## config.mk

```make
export PLATFORM = sky130hd
export DESIGN_NAME = fp_align_shift_ctrl
export DESIGN_NICKNAME = d
export VERILOG_FILES = /design/src/rtl/fp_half_pkg.sv /design/src/rtl/fp_half_unpack.sv /design/src/rtl/fp_align_shift_ctrl.sv
export SDC_FILE = /design/constraint.sdc
export NUM_CORES = 1
export LEC_CHECK = 0
export CORE_ASPECT_RATIO = 1.1
export CORE_MARGIN = 8
export CORE_UTILIZATION = 30
export DETAILED_ROUTE_END_ITERATION = 10
export PLACE_DENSITY = 0.54
export SLEW_MARGIN = 40
export SYNTH_ARGS = -nofsm -noshare
export SYNTH_HDL_FRONTEND = slang
export SYNTH_SLANG_ARGS = --single-unit
```

## constraint.sdc

```tcl
create_clock -name clk -period 3.5 [get_ports clk]
set_input_delay 0.7 -clock clk [delete_from_list [all_inputs] [get_ports clk]]
set_output_delay 0.7 -clock clk [all_outputs]
set_load 0.01 [all_outputs]
```

## src/rtl/fp_half_pkg.sv

```systemverilog
// Shared definitions for the half-precision FP datapath: field widths,
// shifter direction codes and the unpacked-operand record.
package fp_half_pkg;

    localparam int EXP_W  = 5;
    localparam int FRAC_W = 10;

    // Exponent field value reserved for Inf/NaN.
    localparam logic [EXP_W-1:0] EXP_MAX = '1;

    // Direction codes understood by the downstream barrel shifter.
    localparam logic SHIFT_RIGHT = 1'b0;
    localparam logic SHIFT_LEFT  = 1'b1;

    // Operand after unpacking: effective exponent and {hidden, frac}.
    typedef struct packed {
        logic              sign;
        logic [EXP_W-1:0]  exp;
        logic [FRAC_W:0]   mant;
    } half_op_t;

    // Map a "shift left" request onto the shifter's direction code.
    function automatic logic shift_dir_code(input logic left);
        return left ? SHIFT_LEFT : SHIFT_RIGHT;
    endfunction

endpackage

```

## src/rtl/fp_half_unpack.sv

```systemverilog
// Combinational unpack of one half-precision operand: splits the fields,
// restores the hidden bit and gives denormals their effective exponent of 1.
module fp_half_unpack
    import fp_half_pkg::*;
(
    input  logic [EXP_W+FRAC_W:0] op,
    output half_op_t              unp,
    output logic                  special
);

    logic [EXP_W-1:0]  exp_f;
    logic [FRAC_W-1:0] frac_f;

    assign exp_f  = op[EXP_W+FRAC_W-1:FRAC_W];
    assign frac_f = op[FRAC_W-1:0];

    // Field split, hidden bit and denormal exponent fix-up.
    always_comb begin
        unp.sign = op[EXP_W+FRAC_W];
        unp.exp  = (exp_f == '0) ? EXP_W'(1) : exp_f;
        unp.mant = {(exp_f != '0), frac_f};
        special  = (exp_f == EXP_MAX);
    end

endmodule

```

## src/rtl/fp_align_shift_ctrl.sv

```systemverilog
// Alignment front-end of the half-precision adder. Stage 1 unpacks both
// operands, stage 2 orders them by magnitude, forms the exponent difference
// and presents the smaller mantissa plus shift amount to the barrel shifter.
// EXP_W/FRAC_W must match fp_half_pkg, which sizes the unpack sub-module.
module fp_align_shift_ctrl #(
    parameter int EXP_W   = fp_half_pkg::EXP_W,
    parameter int FRAC_W  = fp_half_pkg::FRAC_W,
    parameter int DATA_W  = 16,
    parameter int SHAMT_W = 4
) (
    input  logic                   clk,
    input  logic                   reset,
    input  logic                   InValid,
    output logic                   InReady,
    input  logic [EXP_W+FRAC_W:0]  OpA,
    input  logic [EXP_W+FRAC_W:0]  OpB,
    output logic                   OutValid,
    input  logic                   OutReady,
    output logic                   BigSign,
    output logic [EXP_W-1:0]       BigExp,
    output logic [DATA_W-1:0]      BigMant,
    output logic                   SmallSign,
    output logic [DATA_W-1:0]      ShiftData,
    output logic [SHAMT_W-1:0]     ShiftAmt,
    output logic                   ShiftChoice,
    output logic                   AlignOverflow,
    output logic                   OpsSwapped,
    output logic                   Special
);

    import fp_half_pkg::*;

    localparam int SHIFT_MAX = (2 ** SHAMT_W) - 1;
    localparam int PAD_W     = DATA_W - FRAC_W - 1;

    // Saturate the exponent difference to the shifter range; returns
    // {overflow, amount}. Inf/NaN operands bypass alignment entirely.
    function automatic logic [SHAMT_W:0] sat_shift(input logic [EXP_W-1:0] d,
                                                   input logic force_zero);
        if (force_zero)
            return '0;
        if (int'(d) > SHIFT_MAX)
            return {1'b1, SHAMT_W'(SHIFT_MAX)};
        return {1'b0, SHAMT_W'(d)};
    endfunction

    // MSB-align {hidden, frac} inside the shifter data word.
    function automatic logic [DATA_W-1:0] pad_mant(input logic [FRAC_W:0] m);
        return DATA_W'(m) << PAD_W;
    endfunction

    logic s1_adv, s2_adv;
    logic ld_p1, ld_p2;

    half_op_t a_un, b_un;
    logic     a_special, b_special;

    logic     vld_p1;
    half_op_t a_p1, b_p1;
    logic     special_p1;

    logic              b_gt;
    half_op_t          big_op, small_op;
    logic [EXP_W-1:0]  exp_diff;
    logic [SHAMT_W:0]  sat_res;

    logic              vld_p2;
    logic              big_sign_p2;
    logic [EXP_W-1:0]  big_exp_p2;
    logic [DATA_W-1:0] big_mant_p2;
    logic              small_sign_p2;
    logic [DATA_W-1:0] small_mant_p2;
    logic [SHAMT_W-1:0] shamt_p2;
    logic              ovf_p2;
    logic              swap_p2;
    logic              special_p2;

    // Pipeline advance: a stage moves when it is empty or its consumer moves.
    assign s2_adv  = !vld_p2 || OutReady;
    assign s1_adv  = !vld_p1 || s2_adv;
    assign InReady = s1_adv;
    assign ld_p1   = s1_adv && InValid;
    assign ld_p2   = s2_adv && vld_p1;

    // ---- stage 1: unpack ----
    fp_half_unpack u_unpack_a (
        .op      (OpA),
        .unp     (a_un),
        .special (a_special)
    );

    fp_half_unpack u_unpack_b (
        .op      (OpB),
        .unp     (b_un),
        .special (b_special)
    );

    // Stage-1 occupancy; reset discards anything in flight.
    always_ff @(posedge clk or posedge reset) begin
        if (reset)
            vld_p1 <= 1'b0;
        else if (s1_adv)
            vld_p1 <= InValid;
    end

    // Stage-1 operand registers, loaded only on an accepted transfer.
    always_ff @(posedge clk) begin
        if (ld_p1) begin
            a_p1       <= a_un;
            b_p1       <= b_un;
            special_p1 <= a_special || b_special;
        end
    end

    // ---- stage 2: order, difference, saturation ----
    // B must be strictly larger to swap, so equal magnitudes keep A as big.
    always_comb begin
        b_gt     = {b_p1.exp, b_p1.mant} > {a_p1.exp, a_p1.mant};
        big_op   = b_gt ? b_p1 : a_p1;
        small_op = b_gt ? a_p1 : b_p1;
        exp_diff = big_op.exp - small_op.exp;
        sat_res  = sat_shift(exp_diff, special_p1);
    end

    // Stage-2 occupancy; holds while the consumer stalls.
    always_ff @(posedge clk or posedge reset) begin
        if (reset)
            vld_p2 <= 1'b0;
        else if (s2_adv)
            vld_p2 <= vld_p1;
    end

    // Stage-2 result registers, frozen while OutValid && !OutReady.
    always_ff @(posedge clk) begin
        if (ld_p2) begin
            big_sign_p2   <= big_op.sign;
            big_exp_p2    <= big_op.exp;
            big_mant_p2   <= pad_mant(big_op.mant);
            small_sign_p2 <= small_op.sign;
            small_mant_p2 <= pad_mant(small_op.mant);
            shamt_p2      <= sat_res[SHAMT_W-1:0];
            ovf_p2        <= sat_res[SHAMT_W];
            swap_p2       <= b_gt;
            special_p2    <= special_p1;
        end
    end

    // ---- output: result bus is zero whenever no valid result is held ----
    assign OutValid      = vld_p2;
    assign BigSign       = vld_p2 && big_sign_p2;
    assign BigExp        = vld_p2 ? big_exp_p2    : '0;
    assign BigMant       = vld_p2 ? big_mant_p2   : '0;
    assign SmallSign     = vld_p2 && small_sign_p2;
    assign ShiftData     = vld_p2 ? small_mant_p2 : '0;
    assign ShiftAmt      = vld_p2 ? shamt_p2      : '0;
    assign ShiftChoice   = vld_p2 && shift_dir_code(1'b0);
    assign AlignOverflow = vld_p2 && ovf_p2;
    assign OpsSwapped    = vld_p2 && swap_p2;
    assign Special       = vld_p2 && special_p2;

endmodule
```

## Word level (Yosys, flattened, before mapping)

Cells that the tools add are included.

| cells by class | value |
|---|---|
| mux-type cells | 13 |
| bitwise logic cells | 0 |
| multipliers | 0 |
| shift-type cells | 0 |
| $add $sub $neg | 1 |
| order comparisons | 2 |
| equal/unequal tests | 2 |
| reductions and logical operators | 16 |
| div/mod/pow operators | 0 |

Operator list:

| operator | number |
|---|---|
| 17-bit 2-to-1 mux | 2 |
| 16-bit 2-to-1 mux | 2 |
| 5-bit 2-to-1 mux | 5 |
| 16-bit greater-than comparator | 1 |
| 5-bit == test (second input constant) | 2 |
| 5-bit logical NOT | 2 |
| 5-bit nonzero test | 2 |
| 1-bit logical AND | 7 |
| 5-bit by 4-bit greater-than comparator with 1-bit output (second input constant) | 1 |
| 5-bit subtractor | 1 |
| 4-bit 2-to-1 mux | 1 |
| 1-bit logical OR | 3 |
| 1-bit 2-to-1 mux | 3 |
| 1-bit logical NOT | 2 |

| word-level totals | value |
|---|---|
| memory bits (writable) | 0 |
| input bits | 36 |
| bits in registers | 73 |
| bits in latches | 0 |
| ROM bits | 0 |
| output and inout port bits | 49 |
| memories kept | 0 |
| logic and storage cells | 52 |

## Depth between registers and ports, before layout

| depth | value |
|---|---|
| depth after elaboration | 8 |
| depth in mapped cells | 16 |
| gate-level depth less buffers | 13 |

## Cells and area by module

From an unflattened synthesis, not the netlist that was laid out.

| unflattened totals | value |
|---|---|
| cell total of the unflattened synthesis | 320 |
| area, all modules | 3809.9 um2 |

Modules (own cells, without submodules):

| module | cells an instance | area an instance (um2) | times used | sequential area each (um2) |
|---|---|---|---|---|
| fp_align_shift_ctrl | 278 | 3539.6 | 1 | 2182.1 |
| fp_half_unpack | 21 | 135.1 | 2 | 0.0 |

## Worst setup path after synthesis

OpenSTA, ideal clock, no wires.

| timing path | value |
|---|---|
| path type | register to register |
| start | register a_p1[13] (netlist bit) |
| end | register shamt_p2[0], data pin |
| arrival | 3.158 ns |
| setup time | 0.273 ns |
| clock period less this slack | 3.431 ns |
| slack | 0.069 ns |
| required time | 3.227 ns |
| cell stages (with the launch flop) | 17 |
| cells stage by stage | edfxtp_1 inv_1 ha_1 buf_6 nand4_2 nor2_1 or3_1 o41a_1 buf_6 buf_2 nor3_1 a31oi_1 ha_1 a21o_1 a21oi_1 mux2i_1 o21ai_0 |

| on the way | value |
|---|---|
| word-level cells in the longest chain between the ends | 8 |
| elaborated cells on any way between the ends | 10 |
| classes of those cells | 1 x add/sub; 2 x order compare; 7 x mux |

RTL lines:

| what | RTL line | RTL |
|---|---|---|
| start: declaration | fp_align_shift_ctrl.sv:59 | `half_op_t a_p1, b_p1;` |
| start signal: assignment | fp_align_shift_ctrl.sv:109 | `a_p1 <= a_un;` |
| 16-bit greater-than comparator | fp_align_shift_ctrl.sv:118 | `b_gt = {b_p1.exp, b_p1.mant} > {a_p1.exp, a_p1.mant};` |
| 17-bit 2-to-1 mux (on tied branches) | fp_align_shift_ctrl.sv:119, fp_align_shift_ctrl.sv:120 |  |
| 5-bit subtractor (*) | fp_align_shift_ctrl.sv:121 | `exp_diff = big_op.exp - small_op.exp;` |
| 5-bit by 4-bit greater-than comparator with 1-bit output | fp_align_shift_ctrl.sv:42 | `if (int'(d) > SHIFT_MAX)` |
| 1-bit 2-to-1 mux (2 in a row) | fp_align_shift_ctrl.sv:42 |  |
| 5-bit 2-to-1 mux (*) | fp_align_shift_ctrl.sv:44 | `return {1'b0, SHAMT_W'(d)};` |
| 5-bit 2-to-1 mux (*) | fp_align_shift_ctrl.sv:42 |  |
| end signal: assignment | fp_align_shift_ctrl.sv:141 | `shamt_p2 <= sat_res[SHAMT_W-1:0];` |
| end: declaration | fp_align_shift_ctrl.sv:73 | `logic [SHAMT_W-1:0] shamt_p2;` |

Mark *: on every way between the ends. The rest lies on a longest branch, timed or not. The select of a mux whose other input is x is not followed.
A chain may end at the register's enable or synchronous reset.

## Final worst setup path

| timing path | value |
|---|---|
| start | register b_p1[11] (netlist bit) |
| end | register shamt_p2[1], data pin |

| on the way | value |
|---|---|
| word-level cells in the longest chain between the ends | 8 |
| elaborated cells on any way between the ends | 10 |
| classes of those cells | 1 x add/sub; 2 x order compare; 7 x mux |

RTL lines:

| what | RTL line | RTL |
|---|---|---|
| start: declaration | fp_align_shift_ctrl.sv:59 |  |
| start signal: assignment | fp_align_shift_ctrl.sv:110 | `b_p1 <= b_un;` |
| 16-bit greater-than comparator | fp_align_shift_ctrl.sv:118 |  |
| 17-bit 2-to-1 mux (on tied branches) | fp_align_shift_ctrl.sv:119, fp_align_shift_ctrl.sv:120 |  |
| 5-bit subtractor (*) | fp_align_shift_ctrl.sv:121 |  |
| 5-bit by 4-bit greater-than comparator with 1-bit output | fp_align_shift_ctrl.sv:42 |  |
| 1-bit 2-to-1 mux (2 in a row) | fp_align_shift_ctrl.sv:42 |  |
| 5-bit 2-to-1 mux (*) | fp_align_shift_ctrl.sv:44 |  |
| 5-bit 2-to-1 mux (*) | fp_align_shift_ctrl.sv:42 |  |

Marks and branches as above.

==> qor.yml <==
antenna_found_initial: 0
utilization: 0.4059
yosysWarnings: 0
synth_cells: 298
clock.fmax_mhz: 302.1
period_minus_slack_ns: 3.310
wl_per_cell_um: 14.42
netSwitchingPower_uw: 598.3
gr-total-overflow: 0
p_per_area_nw_per_um2: 535.3
skew_ns: 0.005698
vias: 2340
switching_share: 0.2308
fillCellCount: 1138
cts_tree: "built"
drt_iter0_drc: 80
worst_ep_required_time_ns: 3.57
power_mw: 2.592
tightest_slew_ns: 0.5228
totalWireLength_um: 7644
drv_slew: 0
r2r_slack_ns: 0.19
grt_use_total: 0.09688
worstSetupEndpointType: "register"
htreeDepth: 3
multiInputGateArea_um2: 1249
comb_power_share: 0.175
first_pass_iters: 4
grt_pass1_vias: 2388
ant_nets: 0
die_w_um: 120.8
critPathMaxFanout: 5
maxCapViolations: 0
drive_above_1_share: 0.1277
async_flop_share: 0.02740
intPower_mw: 1.994
nNetsFinal: 424
initial_core_util: 0.3040
hold_viol: 0
setup_tns_ns: 0
cp.arrival_ns: 3.38
cts_buffer_depth: 2
syn_to_final_growth_pct: 33.54
gp_routability_congestion: 0.8297
core-area_um2: 11930
yosysUniqueCellTypes: 37
dieHeight_um: 131.3
regArea_um2: 2183
hold_path.class: "reg -> reg"
io_pins: 85
n_antenna_cell: 0
synth_edf_count: 71
dp_hpwl_um: 5644
finalCritPeriodShare: 0.9457
placementRows: 42
status: "complete, no violations"
p_leak_nw: 1.825
clkPwrFrac: 0.404
startpoint_type: "register"
synth_seq_cells: 73
setup-violations-final: 0
synthFlopType: "edfxtp_1"
path_class: "reg -> reg"
drc: 0
pwr-share-seq: 0.422
clock_latency_ns: 0.33
ir_drop_mv: 0.2626
ctsHoldBuffers: 0
numPortBuffers: 73
yosysSeqAreaShare: 0.6018
synth_area_per_cell_um2: 12.17
clk_pin_slew_ns: 0.06
grt_pass1_wl_um: 11880
synth_area_um2: 3626
rsz0062_at_grt: "no"
avgViaCountPerCell: 4.415
cts_sinks: 73
slew_headroom: 0.6515
cts_buffers: 9
ctsRootBufferMaster: "clkbuf_16"
grt_start_max_net_pins: 40
die_area_um2: 15860
## stage by stage
step | setup WS [ns] | instances | hold WS, ns | area [um2]
floorplan | 0.06866 | 308 | 0.4412 | 3664
global placement | 0.1782 | 512 | 0.4588 | 4472
detailed placement | 0.06309 | 512 | 0.4887 | 4476
CTS | 0.05768 | 528 | 0.5007 | 4820
global route | 0.01803 | 530 | 0.5311 | 4842
finish | 0.1900 | 530 | 0.4950 | 4842
## layout make-up
cell class                      instances  share of cell area
Clock buffer                            9             0.04651
Clock inverter                          7             0.02455
Inverter                               20             0.01550
Multi-Input combinational cell        185              0.2579
Sequential cell                        73              0.4509
Tap cell                              154             0.03979
Timing Repair Buffer                   82              0.1649
## per-layer routing
layer	routed length [um]	track usage	part of all wire
met1	3199	0.1035	0.42
met2	3788	0.1642	0.50
met3	491	0.03556	0.064
met4	164	0.04726	0.021
met5	0	0	0
## worst max-delay path, stage by stage (launching register included)
cell,delay [ns]
edfxtp_1,0.42
ha_1,0.34
a21oi_1,0.16
nor2_1,0.06
or3_1,0.34
o41a_2,0.52
nor3_1,0.15
a31oi_1,0.07
ha_1,0.20
a21o_1,0.17
a21oi_2,0.16
mux2i_2,0.31
o21ai_0,0.13
## state kept, by name, indices dropped and copies added, names as in the netlist
register	flops
small_mant_p2	11
swap_p2	1
ovf_p2	1
special_p2	1
a_p1	17
OutValid	1
shamt_p2	4
big_sign_p2	1
vld_p1	1
small_sign_p2	1
b_p1	17
special_p1	1
big_mant_p2	11
big_exp_p2	5
## Yosys cell counts, drive strengths merged (4+ instances only)
cell type / count / area (um2)
a21oi: 6 / 30.03
and2: 40 / 250.2
buf: 15 / 115.1
clkbuf: 15 / 56.30
edfxtp: 71 / 2132
ha: 17 / 212.7
inv: 20 / 75.07
mux2: 14 / 157.7
nand2: 26 / 97.59
nand2b: 6 / 37.54
nand3: 4 / 20.02
nor2: 5 / 18.77
nor3: 4 / 20.02
o21ai: 23 / 115.1
## what timing repair did
action / CTS / global route
buffers inserted: 0 / 2
setup endpoints to repair: 0 / 5
resized for setup: 0 / 3
## layout by cell type (no fill, tap or decap), drive strengths merged, types with 2 or more instances in the layout
cell            n
clkdlybuf4s50  73
edfxtp         71
and2           40
nand2          26
o21ai          23
inv            20
ha             17
mux2           14
conb           11
clkbuf          9
buf             9
nand2b          6
a21oi           6
nor2            5
nor3            4
nand3           4
nand3b          3
nor2b           3
bufinv          3
nand4           3
mux2i           3
or3             2
a21o            2
a31oi           2
xor2            2
clkinvlp        2
dfrtp           2
clkinv          2
## power groups by stage
stage	Sequential [mW]	Clock (mW)	Combinational, mW
CTS	1.10	1.07	0.455
floorplan	1.10	0	0.262
global placement	1.11	0	0.448
detailed placement	1.11	0	0.454
global route	1.10	1.10	0.494
finish	1.09	1.05	0.453
## path summary, 6_finish.rpt
check / startpoint / to / cells past startpoint
max: b_p1[11]$_SDFFCE_PN1P_ / shamt_p2[1]$_SDFFCE_PP0P_ / 12
min reg2reg: vld_p1$_DFFE_PP0N_ / OutValid$_DFFE_PP0P_ / 1
max reg2reg: b_p1[11]$_SDFFCE_PN1P_ / shamt_p2[1]$_SDFFCE_PP0P_ / 12
min: vld_p1$_DFFE_PP0N_ / OutValid$_DFFE_PP0P_ / 1
max in group asynchronous: reset / OutValid$_DFFE_PP0P_ / 2
min in group asynchronous: reset / vld_p1$_DFFE_PP0N_ / 2
## cell families after synthesis
family / after synthesis / synth area share
multiplexers: 17 / 0.05176
XOR/XNOR: 2 / 0.004832
AO/OA/AOI/OAI: 40 / 0.06625
adder cells (fa/ha/maj): 17 / 0.05866
other: 1 / 0.001034
buffers and inverters: 50 / 0.06798
AND/OR/NAND/NOR: 98 / 0.1477
flip-flops: 73 / 0.6018
Note: power is estimated with default switching activity, not from simulation.
